$ cat src/rtl/mcpu_ctrl_if.sv
// mcpu_ctrl_if: control bundle between the multi-cycle controller (master) and the datapath (slave).
interface mcpu_ctrl_if;
    logic [4:0] OPcode;
    logic [2:0] Fun3;
    logic       Fun7;
    logic       MIO_ready;
    logic       PCWrite;
    logic       PCWriteCond;
    logic [1:0] PCSource;
    logic       IorD;
    logic       MemRW;
    logic       CPU_MIO;
    logic       IRWrite;
    logic       RegWrite;
    logic [1:0] MemtoReg;
    logic [1:0] ALUSrcA;
    logic [1:0] ALUSrcB;
    logic [1:0] ImmSel;
    logic [2:0] ALU_Control;
    logic [3:0] state_o;
    logic       illegal;
    modport master (
        input  OPcode, Fun3, Fun7, MIO_ready,
        output PCWrite, PCWriteCond, PCSource, IorD, MemRW, CPU_MIO, IRWrite, RegWrite,
               MemtoReg, ALUSrcA, ALUSrcB, ImmSel, ALU_Control, state_o, illegal
    );
    modport slave (
        output OPcode, Fun3, Fun7, MIO_ready,
        input  PCWrite, PCWriteCond, PCSource, IorD, MemRW, CPU_MIO, IRWrite, RegWrite,
               MemtoReg, ALUSrcA, ALUSrcB, ImmSel, ALU_Control, state_o, illegal
    );
endinterface

$ cat src/rtl/mcpu_ctrl.sv
// mcpu_ctrl: multi-cycle RV32I-subset control FSM sequencing a shared ALU/memory datapath.
// Define MCPU_ILLEGAL_TRAP_EN to trap unknown opcodes in a sticky TRAP state.
module mcpu_ctrl #(
    parameter int IF_WAIT_MAX = 0
) (
    input logic         clk,
    input logic         rst,
    mcpu_ctrl_if.master bus
);
    localparam int unused_if_wait_max = IF_WAIT_MAX;
    localparam logic [2:0] ALU_ADD = 3'b010;
    localparam logic [2:0] ALU_SUB = 3'b110;
    typedef enum logic [3:0] {
        S_IF = 4'd0, S_ID = 4'd1, S_EX_R = 4'd2, S_EX_I = 4'd3, S_MEM_ADDR = 4'd4,
        S_MEM_RD = 4'd5, S_WB_LD = 4'd6, S_MEM_WR = 4'd7, S_WB_ALU = 4'd8, S_BR = 4'd9,
        S_JAL = 4'd10
`ifdef MCPU_ILLEGAL_TRAP_EN
        , S_TRAP = 4'd15
`endif
    } state_t;
`ifdef MCPU_ILLEGAL_TRAP_EN
    localparam state_t S_BAD = S_TRAP;
`else
    localparam state_t S_BAD = S_IF;
`endif
    state_t     state_q, state_d;
    logic       is_r, is_i, is_lw, is_sw, is_br, is_jal;
    logic [3:0] fn_r;
    logic [2:0] alu_r, alu_i;
    assign is_r   = bus.OPcode == 5'b01100;
    assign is_i   = bus.OPcode == 5'b00100;
    assign is_lw  = bus.OPcode == 5'b00000;
    assign is_sw  = bus.OPcode == 5'b01000;
    assign is_br  = bus.OPcode == 5'b11000;
    assign is_jal = bus.OPcode == 5'b11011;
    assign fn_r   = {bus.Fun3, bus.Fun7};
    assign alu_r  = fn_r == 4'b0001 ? ALU_SUB :
                    fn_r == 4'b0100 ? 3'b111 :
                    fn_r == 4'b1000 ? 3'b011 :
                    fn_r == 4'b1010 ? 3'b101 :
                    fn_r == 4'b1100 ? 3'b001 :
                    fn_r == 4'b1110 ? 3'b000 : ALU_ADD;
    assign alu_i  = bus.Fun3 == 3'b010 ? 3'b111 :
                    bus.Fun3 == 3'b100 ? 3'b011 :
                    bus.Fun3 == 3'b101 ? 3'b101 :
                    bus.Fun3 == 3'b110 ? 3'b001 :
                    bus.Fun3 == 3'b111 ? 3'b000 : ALU_ADD;
    assign bus.state_o = state_q;
    always_ff @(posedge clk or posedge rst)
        if (rst) state_q <= S_IF;
        else     state_q <= state_d;
`ifdef MCPU_ILLEGAL_TRAP_EN
    logic illegal_q;
    always_ff @(posedge clk or posedge rst)
        if (rst)                    illegal_q <= 1'b0;
        else if (state_d == S_TRAP) illegal_q <= 1'b1;
    assign bus.illegal = illegal_q;
`else
    assign bus.illegal = 1'b0;
`endif
    always_comb begin
        state_d         = state_q;
        bus.PCWrite     = 1'b0;
        bus.PCWriteCond = 1'b0;
        bus.PCSource    = 2'b00;
        bus.IorD        = 1'b0;
        bus.MemRW       = 1'b0;
        bus.CPU_MIO     = 1'b0;
        bus.IRWrite     = 1'b0;
        bus.RegWrite    = 1'b0;
        bus.MemtoReg    = 2'b00;
        bus.ALUSrcA     = 2'b00;
        bus.ALUSrcB     = 2'b00;
        bus.ImmSel      = 2'b00;
        bus.ALU_Control = 3'b000;
        case (state_q)
            S_IF: begin
                state_d         = bus.MIO_ready ? S_ID : S_IF;
                bus.CPU_MIO     = 1'b1;
                bus.ALUSrcB     = 2'b01;
                bus.ALU_Control = ALU_ADD;
                bus.IRWrite     = bus.MIO_ready;
                bus.PCWrite     = bus.MIO_ready;
            end
            S_ID: begin
                // ALUOut captures OldPC+imm so BR/JAL already have their target
                state_d         = is_r ? S_EX_R : is_i ? S_EX_I : (is_lw || is_sw) ? S_MEM_ADDR :
                                  is_br ? S_BR : is_jal ? S_JAL : S_BAD;
                bus.ALUSrcA     = 2'b10;
                bus.ALUSrcB     = 2'b10;
                bus.ALU_Control = ALU_ADD;
                bus.ImmSel      = is_br ? 2'b10 : is_jal ? 2'b11 : 2'b00;
            end
            S_EX_R: begin
                state_d         = S_WB_ALU;
                bus.ALUSrcA     = 2'b01;
                bus.ALU_Control = alu_r;
            end
            S_EX_I: begin
                state_d         = S_WB_ALU;
                bus.ALUSrcA     = 2'b01;
                bus.ALUSrcB     = 2'b10;
                bus.ALU_Control = alu_i;
            end
            S_MEM_ADDR: begin
                state_d         = is_sw ? S_MEM_WR : S_MEM_RD;
                bus.ALUSrcA     = 2'b01;
                bus.ALUSrcB     = 2'b10;
                bus.ALU_Control = ALU_ADD;
                bus.ImmSel      = is_sw ? 2'b01 : 2'b00;
            end
            S_MEM_RD: begin
                state_d     = bus.MIO_ready ? S_WB_LD : S_MEM_RD;
                bus.CPU_MIO = 1'b1;
                bus.IorD    = 1'b1;
            end
            S_WB_LD: begin
                state_d      = S_IF;
                bus.RegWrite = 1'b1;
                bus.MemtoReg = 2'b01;
            end
            S_MEM_WR: begin
                state_d     = bus.MIO_ready ? S_IF : S_MEM_WR;
                bus.CPU_MIO = 1'b1;
                bus.IorD    = 1'b1;
                bus.MemRW   = 1'b1;
            end
            S_WB_ALU: begin
                state_d      = S_IF;
                bus.RegWrite = 1'b1;
            end
            S_BR: begin
                state_d         = S_IF;
                bus.ALUSrcA     = 2'b01;
                bus.ALU_Control = ALU_SUB;
                bus.PCWriteCond = 1'b1;
                bus.PCSource    = 2'b01;
                bus.ImmSel      = 2'b10;
            end
            S_JAL: begin
                state_d      = S_IF;
                bus.RegWrite = 1'b1;
                bus.MemtoReg = 2'b10;
                bus.PCWrite  = 1'b1;
                bus.PCSource = 2'b01;
                bus.ImmSel   = 2'b11;
            end
            default: state_d = S_BAD;
        endcase
        // strobes must be quiet for the whole reset pulse, not just after the next edge
        if (rst) begin
            bus.PCWrite     = 1'b0;
            bus.PCWriteCond = 1'b0;
            bus.IRWrite     = 1'b0;
            bus.RegWrite    = 1'b0;
            bus.MemRW       = 1'b0;
            bus.CPU_MIO     = 1'b0;
        end
    end
endmodule

$ cat src/flat_wrapper.sv
// flat-port wrapper written by rule: the top's interface ports become plain ports
module mcpu_ctrl_flat 
#(
    parameter int IF_WAIT_MAX = 0
)
  (clk, rst, bus_OPcode, bus_Fun3, bus_Fun7, bus_MIO_ready, bus_PCWrite, bus_PCWriteCond, bus_PCSource, bus_IorD, bus_MemRW, bus_CPU_MIO, bus_IRWrite, bus_RegWrite, bus_MemtoReg, bus_ALUSrcA, bus_ALUSrcB, bus_ImmSel, bus_ALU_Control, bus_state_o, bus_illegal);
  mcpu_ctrl_if bus_i ();
  input logic clk;
  input logic rst;
  input wire logic [$bits(bus_i.OPcode)-1:0] bus_OPcode;
  input wire logic [$bits(bus_i.Fun3)-1:0] bus_Fun3;
  input wire logic [$bits(bus_i.Fun7)-1:0] bus_Fun7;
  input wire logic [$bits(bus_i.MIO_ready)-1:0] bus_MIO_ready;
  output wire logic [$bits(bus_i.PCWrite)-1:0] bus_PCWrite;
  output wire logic [$bits(bus_i.PCWriteCond)-1:0] bus_PCWriteCond;
  output wire logic [$bits(bus_i.PCSource)-1:0] bus_PCSource;
  output wire logic [$bits(bus_i.IorD)-1:0] bus_IorD;
  output wire logic [$bits(bus_i.MemRW)-1:0] bus_MemRW;
  output wire logic [$bits(bus_i.CPU_MIO)-1:0] bus_CPU_MIO;
  output wire logic [$bits(bus_i.IRWrite)-1:0] bus_IRWrite;
  output wire logic [$bits(bus_i.RegWrite)-1:0] bus_RegWrite;
  output wire logic [$bits(bus_i.MemtoReg)-1:0] bus_MemtoReg;
  output wire logic [$bits(bus_i.ALUSrcA)-1:0] bus_ALUSrcA;
  output wire logic [$bits(bus_i.ALUSrcB)-1:0] bus_ALUSrcB;
  output wire logic [$bits(bus_i.ImmSel)-1:0] bus_ImmSel;
  output wire logic [$bits(bus_i.ALU_Control)-1:0] bus_ALU_Control;
  output wire logic [$bits(bus_i.state_o)-1:0] bus_state_o;
  output wire logic [$bits(bus_i.illegal)-1:0] bus_illegal;
  assign bus_i.OPcode = bus_OPcode;
  assign bus_i.Fun3 = bus_Fun3;
  assign bus_i.Fun7 = bus_Fun7;
  assign bus_i.MIO_ready = bus_MIO_ready;
  assign bus_PCWrite = bus_i.PCWrite;
  assign bus_PCWriteCond = bus_i.PCWriteCond;
  assign bus_PCSource = bus_i.PCSource;
  assign bus_IorD = bus_i.IorD;
  assign bus_MemRW = bus_i.MemRW;
  assign bus_CPU_MIO = bus_i.CPU_MIO;
  assign bus_IRWrite = bus_i.IRWrite;
  assign bus_RegWrite = bus_i.RegWrite;
  assign bus_MemtoReg = bus_i.MemtoReg;
  assign bus_ALUSrcA = bus_i.ALUSrcA;
  assign bus_ALUSrcB = bus_i.ALUSrcB;
  assign bus_ImmSel = bus_i.ImmSel;
  assign bus_ALU_Control = bus_i.ALU_Control;
  assign bus_state_o = bus_i.state_o;
  assign bus_illegal = bus_i.illegal;
  mcpu_ctrl #(.IF_WAIT_MAX(IF_WAIT_MAX)) u_core (.clk(clk), .rst(rst), .bus(bus_i));
endmodule
$ cat config.mk
export PLATFORM = sky130hd
export DESIGN_NAME = mcpu_ctrl_flat
export DESIGN_NICKNAME = d
export VERILOG_FILES = /design/src/rtl/mcpu_ctrl_if.sv /design/src/rtl/mcpu_ctrl.sv /design/src/flat_wrapper.sv
export SDC_FILE = /design/constraint.sdc
export NUM_CORES = 1
export LEC_CHECK = 0
export CORE_MARGIN = 4
export CORE_UTILIZATION = 37
export DETAILED_ROUTE_END_ITERATION = 10
export GPL_TIMING_DRIVEN = 1
export PLACE_DENSITY = 0.82
export SLEW_MARGIN = 40
export SYNTH_ARGS = -nofsm -noshare
export SYNTH_HDL_FRONTEND = slang
export SYNTH_SLANG_ARGS = --single-unit
$ cat constraint.sdc
create_clock -name clk -period 5.5 [get_ports clk]
set_input_delay 1.1 -clock clk [delete_from_list [all_inputs] [get_ports clk]]
set_output_delay 1.1 -clock clk [all_outputs]
set_load 0.005 [all_outputs]
After elaboration in Yosys (flattened, before gate mapping)
Index checks and enable logic that the tools add are counted.
W data, S select, Z words.
- flip-flop bits (word level): 4
- output and inout port bits: 25
- input port bits: 12
- logic and storage cells: 81
- mux-type cells: 43
- reductions and logical operators: 11
- equality and inequality tests: 26
- operator list (operator ; count):
    $mux W3 ; 10
    $eq A4 B4 Y1 const B ; 7
    $pmux W4 S6 ; 1
    $eq A4 B3 Y1 const B ; 5
    $mux W4 ; 5
    $mux W1 ; 15
    $eq A3 B3 Y1 const B ; 4
    $mux W2 ; 6
    $pmux W2 S2 ; 3
    $pmux W3 S4 ; 1
    $reduce_or A3 Y1 ; 4
    $eq A5 B4 Y1 const B ; 2
    $eq A5 B5 Y1 const B ; 2
    $eq A4 B1 Y1 const B ; 2
    $eq A4 B2 Y1 const B ; 2
    $pmux W2 S4 ; 1
    $reduce_or A2 Y1 ; 3
    $eq A5 B3 Y1 const B ; 1
    $logic_not A5 Y1 ; 1
    $logic_not A4 Y1 ; 1
    $reduce_or A4 Y1 ; 1
    $eq A3 B2 Y1 const B ; 1
    $pmux W1 S2 ; 1
    $logic_or A1 B1 Y1 ; 1

Logic depth before layout (Yosys ltp)
Gate-level depths: netlist of the first run.
- depth after elaboration: 8
- gate-level depth with buffers: 4

Worst setup path before layout of the first run
OpenSTA, ideal clock, no wires.
- path type: input to output
- from: input port bus_Fun7
- to: output port bus_ALU_Control[2]
- data arrival time: 1.820 ns
- path buffers: 0
- setup slack: 2.580 ns
- stages on the path: 3
- data required time: 4.400 ns
- path through: nor2b_1 or4_1 o211ai_1
- cells in the longest elaborated chain, start to end: 6
- RTL lines (what ; RTL line ; text):
    start, declared ; flat_wrapper.sv:12 ; input wire logic [$bits(bus_i.Fun7)-1:0] bus_Fun7;
    $eq A4 B4 Y1 ; mcpu_ctrl.sv:40 ; fn_r == 4'b1010 ? 3'b101 :
    $mux W3 ; mcpu_ctrl.sv:40 ;
    $mux W3 ; mcpu_ctrl.sv:39 ; fn_r == 4'b1000 ? 3'b011 :
    $mux W3 ; mcpu_ctrl.sv:38 ; fn_r == 4'b0100 ? 3'b111 :
    $mux W3 * ; mcpu_ctrl.sv:37 ; assign alu_r = fn_r == 4'b0001 ? ALU_SUB :
    $pmux W3 S4 * ; mcpu_ctrl.sv:76 ; case (state_q)
    end, declared ; flat_wrapper.sv:26 ; output wire logic [$bits(bus_i.ALU_Control)-1:0] bus_ALU_Control;
Every way passes the cells marked *; elsewhere a longest branch is shown, timed or not.

Final worst setup path of the first run
- from: input port bus_OPcode[1]
- to: output port bus_ImmSel[0]
- cells in the longest elaborated chain, start to end: 4
- RTL lines (what ; RTL line ; text):
    start, declared ; flat_wrapper.sv:10 ; input wire logic [$bits(bus_i.OPcode)-1:0] bus_OPcode;
    $eq A5 B5 Y1 ; mcpu_ctrl.sv:35 ; assign is_jal = bus.OPcode == 5'b11011;
    $mux W2 (2 in a row) ; mcpu_ctrl.sv:92 ; bus.ImmSel = is_br ? 2'b10 : is_jal ? 2'b11 : 2'b00;
    $pmux W2 S4 * ; mcpu_ctrl.sv:76 ;
    end, declared ; flat_wrapper.sv:25 ; output wire logic [$bits(bus_i.ImmSel)-1:0] bus_ImmSel;
Marks and branches as above.

==> results of run 1 <==
layer usage:
layer | up-vias | part of all wire (%) | global-route usage, %
li1 | 348 | - | -
met5 | - | 0 | 0
met4 | 0 | 0 | 0
met1 | 321 | 43 | 19.3
met3 | 0 | 11 | 7.42
met2 | 27 | 46 | 28.8
worst reg2reg max path: cells and delay by family (launching register included):
| family | cells | cell delay, ps |
|---|---|---|
| AND/OR/NAND/NOR | 3 | 910 |
| flip-flops | 1 | 640 |
cell usage in the layout (no fill, tap or decap), types with 3 or more instances in the layout:
| cell | count |
|---|---|
| o21ai_0 | 3 |
| nand2_1 | 7 |
| a21oi_1 | 4 |
| nor3_1 | 5 |
| clkbuf_4 | 3 |
| nor2b_1 | 6 |
| dfrtp_1 | 4 |
| and3_1 | 3 |
| clkdlybuf4s50_1 | 34 |
| inv_1 | 4 |
| nor2_1 | 8 |
cells by family (layout without fill, tap and decap cells):
kind of cell	count (synthesis)	after routing	synth area share (%)
other	1	2	0.687
AND/OR/NAND/NOR	46	46	48.2
XOR/XNOR	3	3	4.82
flip-flops	4	4	18.3
buffers and inverters	10	41	8.25
AO/OA/AOI/OAI	15	15	17.9
multiplexers	1	1	1.83
through the flow:
step	hold WS, ps	power [W]
2_1_floorplan	651	0.000163
3_3_place_gp	831	0.000276
3_5_place_dp	837	0.000279
4_1_cts	840	0.000318
5_1_grt	897	0.000344
6_report	870	0.000315
layout make-up:
type                       instances  area (sq um)  share of cell area (%)
tap                               15          18.8                    2.08
sequential                         4           100                    11.1
clock buffer                       3          22.5                    2.50
multi-input combinational         67           404                    44.9
inverter                           4          15.0                    1.67
timing repair buffer              34           340                    37.8
power groups by stage:
stage | clock network [W] | registers [W] | logic (W)
6_report | 0.0000364 | 0.0000775 | 0.000201
3_3_place_gp | 0 | 0.0000759 | 0.000200
4_1_cts | 0.0000381 | 0.0000765 | 0.000203
5_1_grt | 0.0000413 | 0.0000819 | 0.000220
3_5_place_dp | 0 | 0.0000769 | 0.000203
2_1_floorplan | 0 | 0.0000529 | 0.000110
final timing paths:
path / end / from / slack [ps]
max: bus_ImmSel[0] / bus_OPcode[1] / 1590
min: u_core.bus.state_o[0] / u_core.bus.state_o[3] / 870
max reg2reg: u_core.bus.state_o[3] / u_core.bus.state_o[0] / 3890
min reg2reg: u_core.bus.state_o[0] / u_core.bus.state_o[3] / 870
max in group asynchronous: u_core.bus.state_o[3] / rst / 4090
min in group asynchronous: u_core.bus.state_o[1] / rst / 1220
==> summary.txt, run 1 <==
Run status
  – Run status: finished, final reports clean

Placement
  – Weighted congestion at the end of routability-driven global placement: 0.775
  – Cell count after placement: 124
  – Post-placement worst setup slack: 1580 ps
  – Post-detailed-placement half-perimeter wirelength: 1310 um
  – Count of buffers from port buffering: 34
  – Placed cell areas: 878 sq um

Timing
  – Setup Total Neg Slack: 0 ps
  – Fin Clk Skew: 2.30 ps
  – Final-report max-slew violation count: 0
  – Tcrit/Tclk final: 71.2%
  – Transition time of the tightest slew-check pin: 533 ps
  – Final WS setup: 1590 ps
  – Slew headroom: 64.4%
  – Number of setup violations in the final report: 0
  – Maximum clock frequency: 255 MHz
  – Final Hold Violating Endpoints: 0
  – RSZ-0062 raised after global routing: no
  – Fin crit period: 3910 ps

Routing
  – Routed vias: 696
  – 1st-iter DRT viols: 9
  – Routed via count divided by cell count: 5.48
  – Routed wire length: 1670 um
  – ANT nets after route: 0
  – Routed length per instance: 13.2 um
  – Post-detailed-route DRC marker count: 0
  – DR pass1 iterations: 4

Synthesis
  – Part of the Yosys area used for sequential elements: 18.3%
  – Post-synthesis cell count: 80
  – Leading post-synthesis cells by cell area: dfrtp_1 (18%), nor2b_1 (6.9%), nor2_1 (5.5%)
  – EDFF count, synth: 0
  – Most frequently used cell type in the post-synthesis netlist: nor2_1
  – Mean instance size in the synthesized netlist: 6.82 sq um
  – Distinct cells, synth: 34
  – Yosys warning count: 0
  – Synth Register Bits: 4
  – Share of the synthesized area in the top cell type: 18.3%
  – Share of async-settable or async-resettable flops after synthesis: 100%
  – Most area-hungry cell type in the Yosys netlist: dfrtp_1
  – Most used standard cells in the synthesized netlist: nor2_1 (8), nand2_1 (7), nor2b_1 (6)
  – Post-synthesis instance area: 546 sq um
  – Ys flop type: dfrtp_1

Clocking
  – Number of setup buffers added after CTS: 0
  – Number of buffers created by CTS: 3
  – Number of H-tree levels: 1
  – Clock buffer depth: 2
  – Post-CTS sizing: 0
  – TritonCTS clock tree: built
  – Clock sink count: 4
  – CTS root buffer: clkbuf_4
  – Number of hold-repair buffers added at the cts stage: 0
  – Source-to-sink clock delay at the later pin of the worst-skew pair: 230 ps
  – Register clock-pin slew on the reported worst setup and hold paths: 40 ps

Floorplanning
  – DIE HEIGHT: 46.4 um
  – Top Ports: 37
  – Area enclosed by the die boundary: 0.00215 sq mm
  – Number of standard-cell rows in the floorplan: 13
  – Total core area: 0.00135 sq mm
  – Initial standard-cell utilization of the core: 40.4%
  – Horiz. Die Dim: 46.4 um

Pwr
  – Share of power burned in combinational logic: 63.9%
  – Sequential group share of total power: 24.6%
  – Internal power contribution: 0.000188 W
  – Max rail drop VDD: 250 uV
  – Power per Cell Area: 350 mW/mm^2
  – Reported leakage power: 0.373 nW
  – Switching Power: 0.000127 W
  – Clock network power share: 11.5%
  – Sw Ratio: 40.2%

Min path
  – Classification of the worst-slack hold path: flip-flop to flip-flop
  – Hold Crit Depth: 1

Cells and area
  – Fraction of final layout cells with drive strength greater than 1: 3.57%
  – Post-route non-filler standard cell count: 127
  – Net count reported at finish: 126
  – Number of inserted filler cells in the final layout: 130
  – Non-Filler Cell Area, Final: 901 sq um
  – Largest register FFs: 4
  – Final standard cell utilization of the core: 66.7%
  – Antenna Cells: 0
  – Layout overhead on the synthesized area: 65.1%

Critical path
  – Element type at the critical path end: output port
  – Critical path, cell by cell: clkdlybuf4s50_1 -> nor3_1 -> a22oi_1 -> o21ai_0 -> clkdlybuf4s50_1
  – CP required: 4400 ps
  – Cell depth of the worst flop-to-flop path: 3
  – Slowest library cell on the worst path: clkdlybuf4s50_1
  – CP bufs+invs: 2
  – Crit path kind: primary input to output port
  – Element type at the critical path start: primary input
  – Family with the most delay on the worst path: buffers and inverters
  – Path length in cells of the critical path: 5
  – Crit path max fanout: 4
  – Cell repeated most along the worst path: clkdlybuf4s50_1
  – CP peak stage delay: 530 ps
  – Data arrival time of the critical path: 2810 ps

GRT
  – Largest net degree at the start of global routing: 18
  – Number of antenna violations at the first check in global routing: 0
  – Wire length of the first global-routing pass: 2600 um
  – Via count of the first global-routing pass: 622
  – Overflow left after global routing: 0
  – Global Route Usage Sum: 16.4%

Run
  – Number of maximum-capacitance constraint violations: 0
Note: power is estimated with default switching activity, not from simulation.
==> inputs of run 2 (changes only) <==
--- a/config.mk
+++ b/config.mk
@@ -5,11 +5,12 @@
 export SDC_FILE = /design/constraint.sdc
 export NUM_CORES = 1
 export LEC_CHECK = 0
+export CORE_ASPECT_RATIO = 1.2
 export CORE_MARGIN = 4
-export CORE_UTILIZATION = 37
+export CORE_UTILIZATION = 31
 export DETAILED_ROUTE_END_ITERATION = 10
 export GPL_TIMING_DRIVEN = 1
-export PLACE_DENSITY = 0.82
+export PLACE_DENSITY = 0.73
 export SLEW_MARGIN = 40
 export SYNTH_ARGS = -nofsm -noshare
 export SYNTH_HDL_FRONTEND = slang
==> constraint.sdc (replaced) <==
create_clock -name clk -period 3.35 [get_ports clk]
set_input_delay 0.67 -clock clk [delete_from_list [all_inputs] [get_ports clk]]
set_output_delay 0.67 -clock clk [all_outputs]
set_load 0.005 [all_outputs]
==> run 2 against run 1 <==
Die area is 16% higher. Critical path depth unchanged. First-iteration DRC count shrank 11%. Worst hold slack worse by 220 ps. Sequential share of layout area is 0.31 points lower. Critical endpoint is now bus_ALU_Control[2]. Largest cell class unchanged.
==> summary.txt, run 2 (synthesis results as in run 1) <==
Cells and area
  – Largest register FFs: 4
  – Fraction of final layout cells with drive strength greater than 1: 6.09%
  – Antenna Cells: 0
  – Net count reported at finish: 129
  – Most common cell after layout, fill and taps aside: clkdlybuf4s50_1
  – Commonest non-fill, non-tap cells in the layout: clkdlybuf4s50_1 (34), nor2_1 (8), nand2_1 (7), nor2b_1 (6), nor3_1 (5)
  – Layout overhead on the synthesized area: 70.0%

Floorplanning
  – Area enclosed by the die boundary: 0.00250 sq mm
  – Number of standard-cell rows in the floorplan: 16
  – Horiz. Die Dim: 46.3 um
  – DIE HEIGHT: 54.0 um
  – Total core area: 0.00164 sq mm
  – Initial standard-cell utilization of the core: 33.2%
  – Top Ports: 37

Routing
  – Routed via count divided by cell count: 5.28
  – 1st-iter DRT viols: 8
  – Routed vias: 702
  – DR pass1 iterations: 4
  – Routed wire length: 1690 um
  – Routed length per instance: 12.7 um
  – ANT nets after route: 0
  – Post-detailed-route DRC marker count: 0

Run
  – Number of maximum-capacitance constraint violations: 0

Critical path
  – Crit path kind: primary input to output port
  – Element type at the critical path end: output port
  – R2R Path Start: u_core.bus.state_o[0]
  – Data arrival time of the critical path: 2370 ps
  – Crit path max fanout: 4
  – Worst R2R Setup Slack: 1770 ps
  – Element type at the critical path start: primary input
  – Worst setup path startpoint: bus_Fun3[1]
  – CP required: 2680 ps

Placement
  – Post-placement worst setup slack: 300 ps
  – Weighted congestion at the end of routability-driven global placement: 0.770
  – Post-detailed-placement half-perimeter wirelength: 1360 um
  – Count of buffers from port buffering: 34

Clocking
  – Number of setup buffers added after CTS: 0
  – Clock sink count: 4
  – Number of H-tree levels: 1
  – Register clock-pin slew on the reported worst setup and hold paths: 40 ps
  – Post-CTS sizing: 0
  – Clock buffer depth: 2
  – TritonCTS clock tree: built
  – CTS root buffer: clkbuf_4
  – Number of buffers created by CTS: 3
  – Source-to-sink clock delay at the later pin of the worst-skew pair: 240 ps
  – Number of hold-repair buffers added at the cts stage: 0

Timing
  – Final Hold Violating Endpoints: 0
  – Tcrit/Tclk final: 90.6%
  – Setup Total Neg Slack: 0 ps
  – Slew headroom: 66.7%
  – Final WS setup: 314 ps
  – Number of setup violations in the final report: 0
  – Maximum clock frequency: 329 MHz
  – RSZ-0062 raised after global routing: no
  – Fin crit period: 3040 ps
  – Transition time of the tightest slew-check pin: 499 ps
  – Fin Clk Skew: 5.50 ps
  – Final-report max-slew violation count: 0

GRT
  – Via count of the first global-routing pass: 635
  – Number of antenna violations at the first check in global routing: 0
  – Wire length of the first global-routing pass: 2680 um
  – Overflow left after global routing: 0
  – Global Route Usage Sum: 14.5%
  – Largest net degree at the start of global routing: 18

Min path
  – HP Start: u_core.bus.state_o[2]
  – Classification of the worst-slack hold path: flip-flop to flip-flop

Pwr
  – Power per Cell Area: 576 mW/mm^2
  – Max rail drop VDD: 237 uV
  – Reported leakage power: 0.389 nW

Run status
  – Run status: finished, final reports clean
==> run 2: cell count changes in the layout (fill, tap and decap cells not counted) <==
cell / previous run / this run
buf_4: 0 / 3
==> run 2: path summary, 6_finish.rpt <==
path                                         endpoint  cells after the start
worst max register to register  u_core.bus.state_o[3]                      3
min in group asynchronous       u_core.bus.state_o[0]                      2
max in group asynchronous       u_core.bus.state_o[3]                      2
worst min register to register  u_core.bus.state_o[3]                      2
worst max-delay path               bus_ALU_Control[2]                      5
worst min-delay path            u_core.bus.state_o[3]                      2
==> run 2: stage by stage <==
stage               power, W  hold WS, ps  util, %  instances  instance area [sq um]
floorplan           0.000268          447        -         81                    549
global placement    0.000469          627     55.1        130                    905
detailed placement  0.000477          648     55.1        130                    905
CTS                 0.000540          657     56.5        133                    927
global route        0.000581          702     56.5        133                    927
finish              0.000534          650     56.5        133                    927
==> run 2: final cells by class <==
type,count,area [sq um]
tap,18,22.5
inverter,4,15.0
clock buffer,3,22.5
multi-input combinational,67,404
sequential,4,100
timing repair buffer,37,363
fill,167,714
==> run 2: report_power, final <==
group | internal (W) | total, W | switching, W
registers | 0.0000633 | 0.0000964 | 0.0000331
logic | 0.000219 | 0.000376 | 0.000157
clock network | 0.0000402 | 0.0000622 | 0.0000220
total | 0.000322 | 0.000534 | 0.000212
==> run 2: metal layers <==
| metal | GRT usage (%) | up-vias | share of wire (%) |
|---|---|---|---|
| met5 | 0 | - | 0 |
| met4 | 5.69 | 0 | 1.5 |
| met3 | 3.68 | 2 | 9.5 |
| met2 | 25.7 | 28 | 48 |
| met1 | 16.2 | 309 | 41 |
| li1 | - | 363 | - |
==> run 2: critical path, stage by stage <==
cell             delay (ps)
clkdlybuf4s50_1         480
nand2b_1                180
or4_1                   410
o211ai_1                110
clkdlybuf4s50_1         520
==> inputs of run 3 (changes only) <==
--- a/config.mk
+++ b/config.mk
@@ -5,12 +5,15 @@
 export SDC_FILE = /design/constraint.sdc
 export NUM_CORES = 1
 export LEC_CHECK = 0
+export ABC_AREA = 1
+export ABC_CLOCK_PERIOD_IN_PS = 3350
 export CORE_ASPECT_RATIO = 1.2
 export CORE_MARGIN = 4
 export CORE_UTILIZATION = 31
 export DETAILED_ROUTE_END_ITERATION = 10
 export GPL_TIMING_DRIVEN = 1
-export PLACE_DENSITY = 0.73
+export PLACE_DENSITY = 0.74
+export SKIP_LAST_GASP = 1
 export SLEW_MARGIN = 40
 export SYNTH_ARGS = -nofsm -noshare
 export SYNTH_HDL_FRONTEND = slang
==> run 3 against run 2 <==
Clock power decreased by 1%. Design area fell by 1.5%. Die area fell by 0.96%. First-iteration DRC count rose by 63%. Clock skew down 1.6 ps. Largest cell class unchanged. Combinational power decreased by 3%. Worst hold slack gained 41 ps. Highest routed layer unchanged. Power fell by 3.8%. Non-clock buffer count down 3. Area after synthesis down 1.1%. Register-to-register slack gained 340 ps. Sequential power fell by 9.8%.
==> summary.txt, run 3 <==
Clocking
  – Source-to-sink clock delay at the later pin of the worst-skew pair: 240 ps
  – Register clock-pin slew on the reported worst setup and hold paths: 40 ps
  – Clock buffer depth: 2
  – Number of H-tree levels: 1
  – Clock sink count: 4
  – CTS root buffer: clkbuf_4
  – TritonCTS clock tree: built
  – Post-CTS sizing: 0
  – Number of buffers created by CTS: 3
  – Number of setup buffers added after CTS: 0
  – Number of hold-repair buffers added at the cts stage: 0

GRT
  – Largest net degree at the start of global routing: 8
  – Via count of the first global-routing pass: 677
  – Number of antenna violations at the first check in global routing: 0
  – Overflow left after global routing: 0
  – Wire length of the first global-routing pass: 2600 um
  – Global Route Usage Sum: 14.4%

Synthesis
  – Most area-hungry cell type in the Yosys netlist: nand2_1
  – Yosys warning count: 0
  – EDFF count, synth: 0
  – Distinct cells, synth: 15
  – Ys flop type: dfrtp_1
  – Leading post-synthesis cells by cell area: nand2_1 (23%), dfrtp_1 (19%), inv_1 (14%)
  – Most frequently used cell type in the post-synthesis netlist: nand2_1
  – Mean instance size in the synthesized netlist: 5.19 sq um
  – Most used standard cells in the synthesized netlist: nand2_1 (33), inv_1 (20), nor2_1 (16)
  – Part of the Yosys area used for sequential elements: 18.6%
  – Share of the synthesized area in the top cell type: 23.0%
  – Share of async-settable or async-resettable flops after synthesis: 100%
  – Synth Register Bits: 4
  – Post-synthesis instance area: 539 sq um
  – Post-synthesis cell count: 104

Pwr
  – Power after layout: 0.000514 W
  – Sequential group share of total power: 16.9%
  – Max rail drop VDD: 255 uV
  – Share of power burned in combinational logic: 71.1%
  – Power per Cell Area: 563 mW/mm^2
  – Sw Ratio: 42.2%
  – Reported leakage power: 0.492 nW
  – Clock network power share: 12.0%
  – Switching Power: 0.000217 W
  – Internal power contribution: 0.000297 W

Min path
  – Classification of the worst-slack hold path: flip-flop to flip-flop
  – Hold Crit Depth: 3

Critical path
  – Element type at the critical path end: output port
  – Crit path max fanout: 5
  – CP required: 2680 ps
  – Data arrival time of the critical path: 2220 ps
  – Crit path kind: primary input to output port
  – Cell depth of the worst flop-to-flop path: 5
  – Element type at the critical path start: primary input

Cells and area
  – Commonest non-fill, non-tap cells in the layout: clkdlybuf4s50_1 (34), nand2_1 (33), inv_1 (20), nor2_1 (16), nand3_1 (13)
  – Most common cell after layout, fill and taps aside: clkdlybuf4s50_1
  – Net count reported at finish: 154
  – Layout overhead on the synthesized area: 69.4%
  – Number of inserted filler cells in the final layout: 165
  – Antenna Cells: 0
  – Fraction of final layout cells with drive strength greater than 1: 5.71%
  – Largest register FFs: 4

Timing
  – Setup Total Neg Slack: 0 ps
  – Final Hold Violating Endpoints: 0
  – Fin Clk Skew: 3.88 ps
  – Tcrit/Tclk final: 86.2%
  – RSZ-0062 raised after global routing: no
  – Final-report max-slew violation count: 0
  – Fin crit period: 2890 ps
  – Maximum clock frequency: 346 MHz
  – Number of setup violations in the final report: 0

Floorplanning
  – Total core area: 0.00164 sq mm
  – Horiz. Die Dim: 46.1 um
  – Area enclosed by the die boundary: 0.00247 sq mm
  – DIE HEIGHT: 53.7 um
  – Top Ports: 37
  – Initial standard-cell utilization of the core: 32.9%
  – Number of standard-cell rows in the floorplan: 16

Routing
  – 1st-iter DRT viols: 13
  – Post-detailed-route DRC marker count: 0
  – ANT nets after route: 0
  – DR pass1 iterations: 4
  – Routed via count divided by cell count: 4.76
  – Routed length per instance: 10.5 um
  – Routed vias: 752
  – Routed wire length: 1660 um

Run status
  – Run status: finished, final reports clean

Placement
  – Count of buffers from port buffering: 34
  – Weighted congestion at the end of routability-driven global placement: 0.828
  – Post-detailed-placement half-perimeter wirelength: 1430 um

Run
  – Number of maximum-capacitance constraint violations: 0
-- run 3: area by class of cell --
type	instances	area [sq um]	area share, %
inverter	22	82.6	9.04
multi-input combinational	77	345	37.8
sequential	4	100	11.0
tap	18	22.5	2.47
timing repair buffer	34	340	37.3
clock buffer	3	22.5	2.47
-- run 3: per-layer routing --
layer | global-route usage [%] | vias up | share of wire, % | routed length, um
li1 | - | 387 | - | -
met1 | 15.8 | 324 | 37 | 614
met2 | 26.4 | 38 | 52 | 865
met3 | 2.68 | 3 | 9.2 | 153
met4 | 5.69 | 0 | 1.6 | 27
met5 | 0 | - | 0 | 0
-- run 3: per-stage QoR --
stage	area, sq um	hold WS [ps]	setup WS [ps]	instances	utilization, %
detailed placement	891	690	471	155	54.3
floorplan	543	436	1490	105	-
CTS	913	701	468	158	55.6
global route	913	745	299	158	55.6
finish	913	691	462	158	55.6
global placement	891	687	527	155	54.3
-- run 3: cells by family after synthesis --
family          Yosys count  synth area share, %
xor+xnor                  1                 1.62
compound gates            7                 7.65
buf+inv                  24                 18.1
other cells               1                0.695
flops                     4                 18.6
simple gates             67                 53.4
-- run 3: critical path: stages --
cell	delay (ps)
clkdlybuf4s50_1	420
nor2_1	280
nand3_1	140
nand2_1	80
nand2_1	60
nand2_1	70
clkdlybuf4s50_1	500
-- run 3: power by group through the flow --
stage	Combinational (W)	Clock [W]	Sequential, W
global placement	0.000365	0	0.0000879
CTS	0.000368	0.0000626	0.0000876
global route	0.000411	0.0000657	0.0000893
finish	0.000365	0.0000616	0.0000870
floorplan	0.000163	0	0.0000861
detailed placement	0.000366	0	0.0000881
-- run 3: worst paths after layout --
path | from | end | slack (ps)
setup / recovery | bus_OPcode[1] | bus_ImmSel[1] | 460
hold / removal | u_core.bus.state_o[1] | u_core.bus.state_o[2] | 690
setup reg to reg | u_core.bus.state_o[3] | u_core.bus.state_o[1] | 2110
hold reg to reg | u_core.bus.state_o[1] | u_core.bus.state_o[2] | 690
max in group asynchronous | rst | u_core.bus.state_o[2] | 2370
min in group asynchronous | rst | u_core.bus.state_o[0] | 820
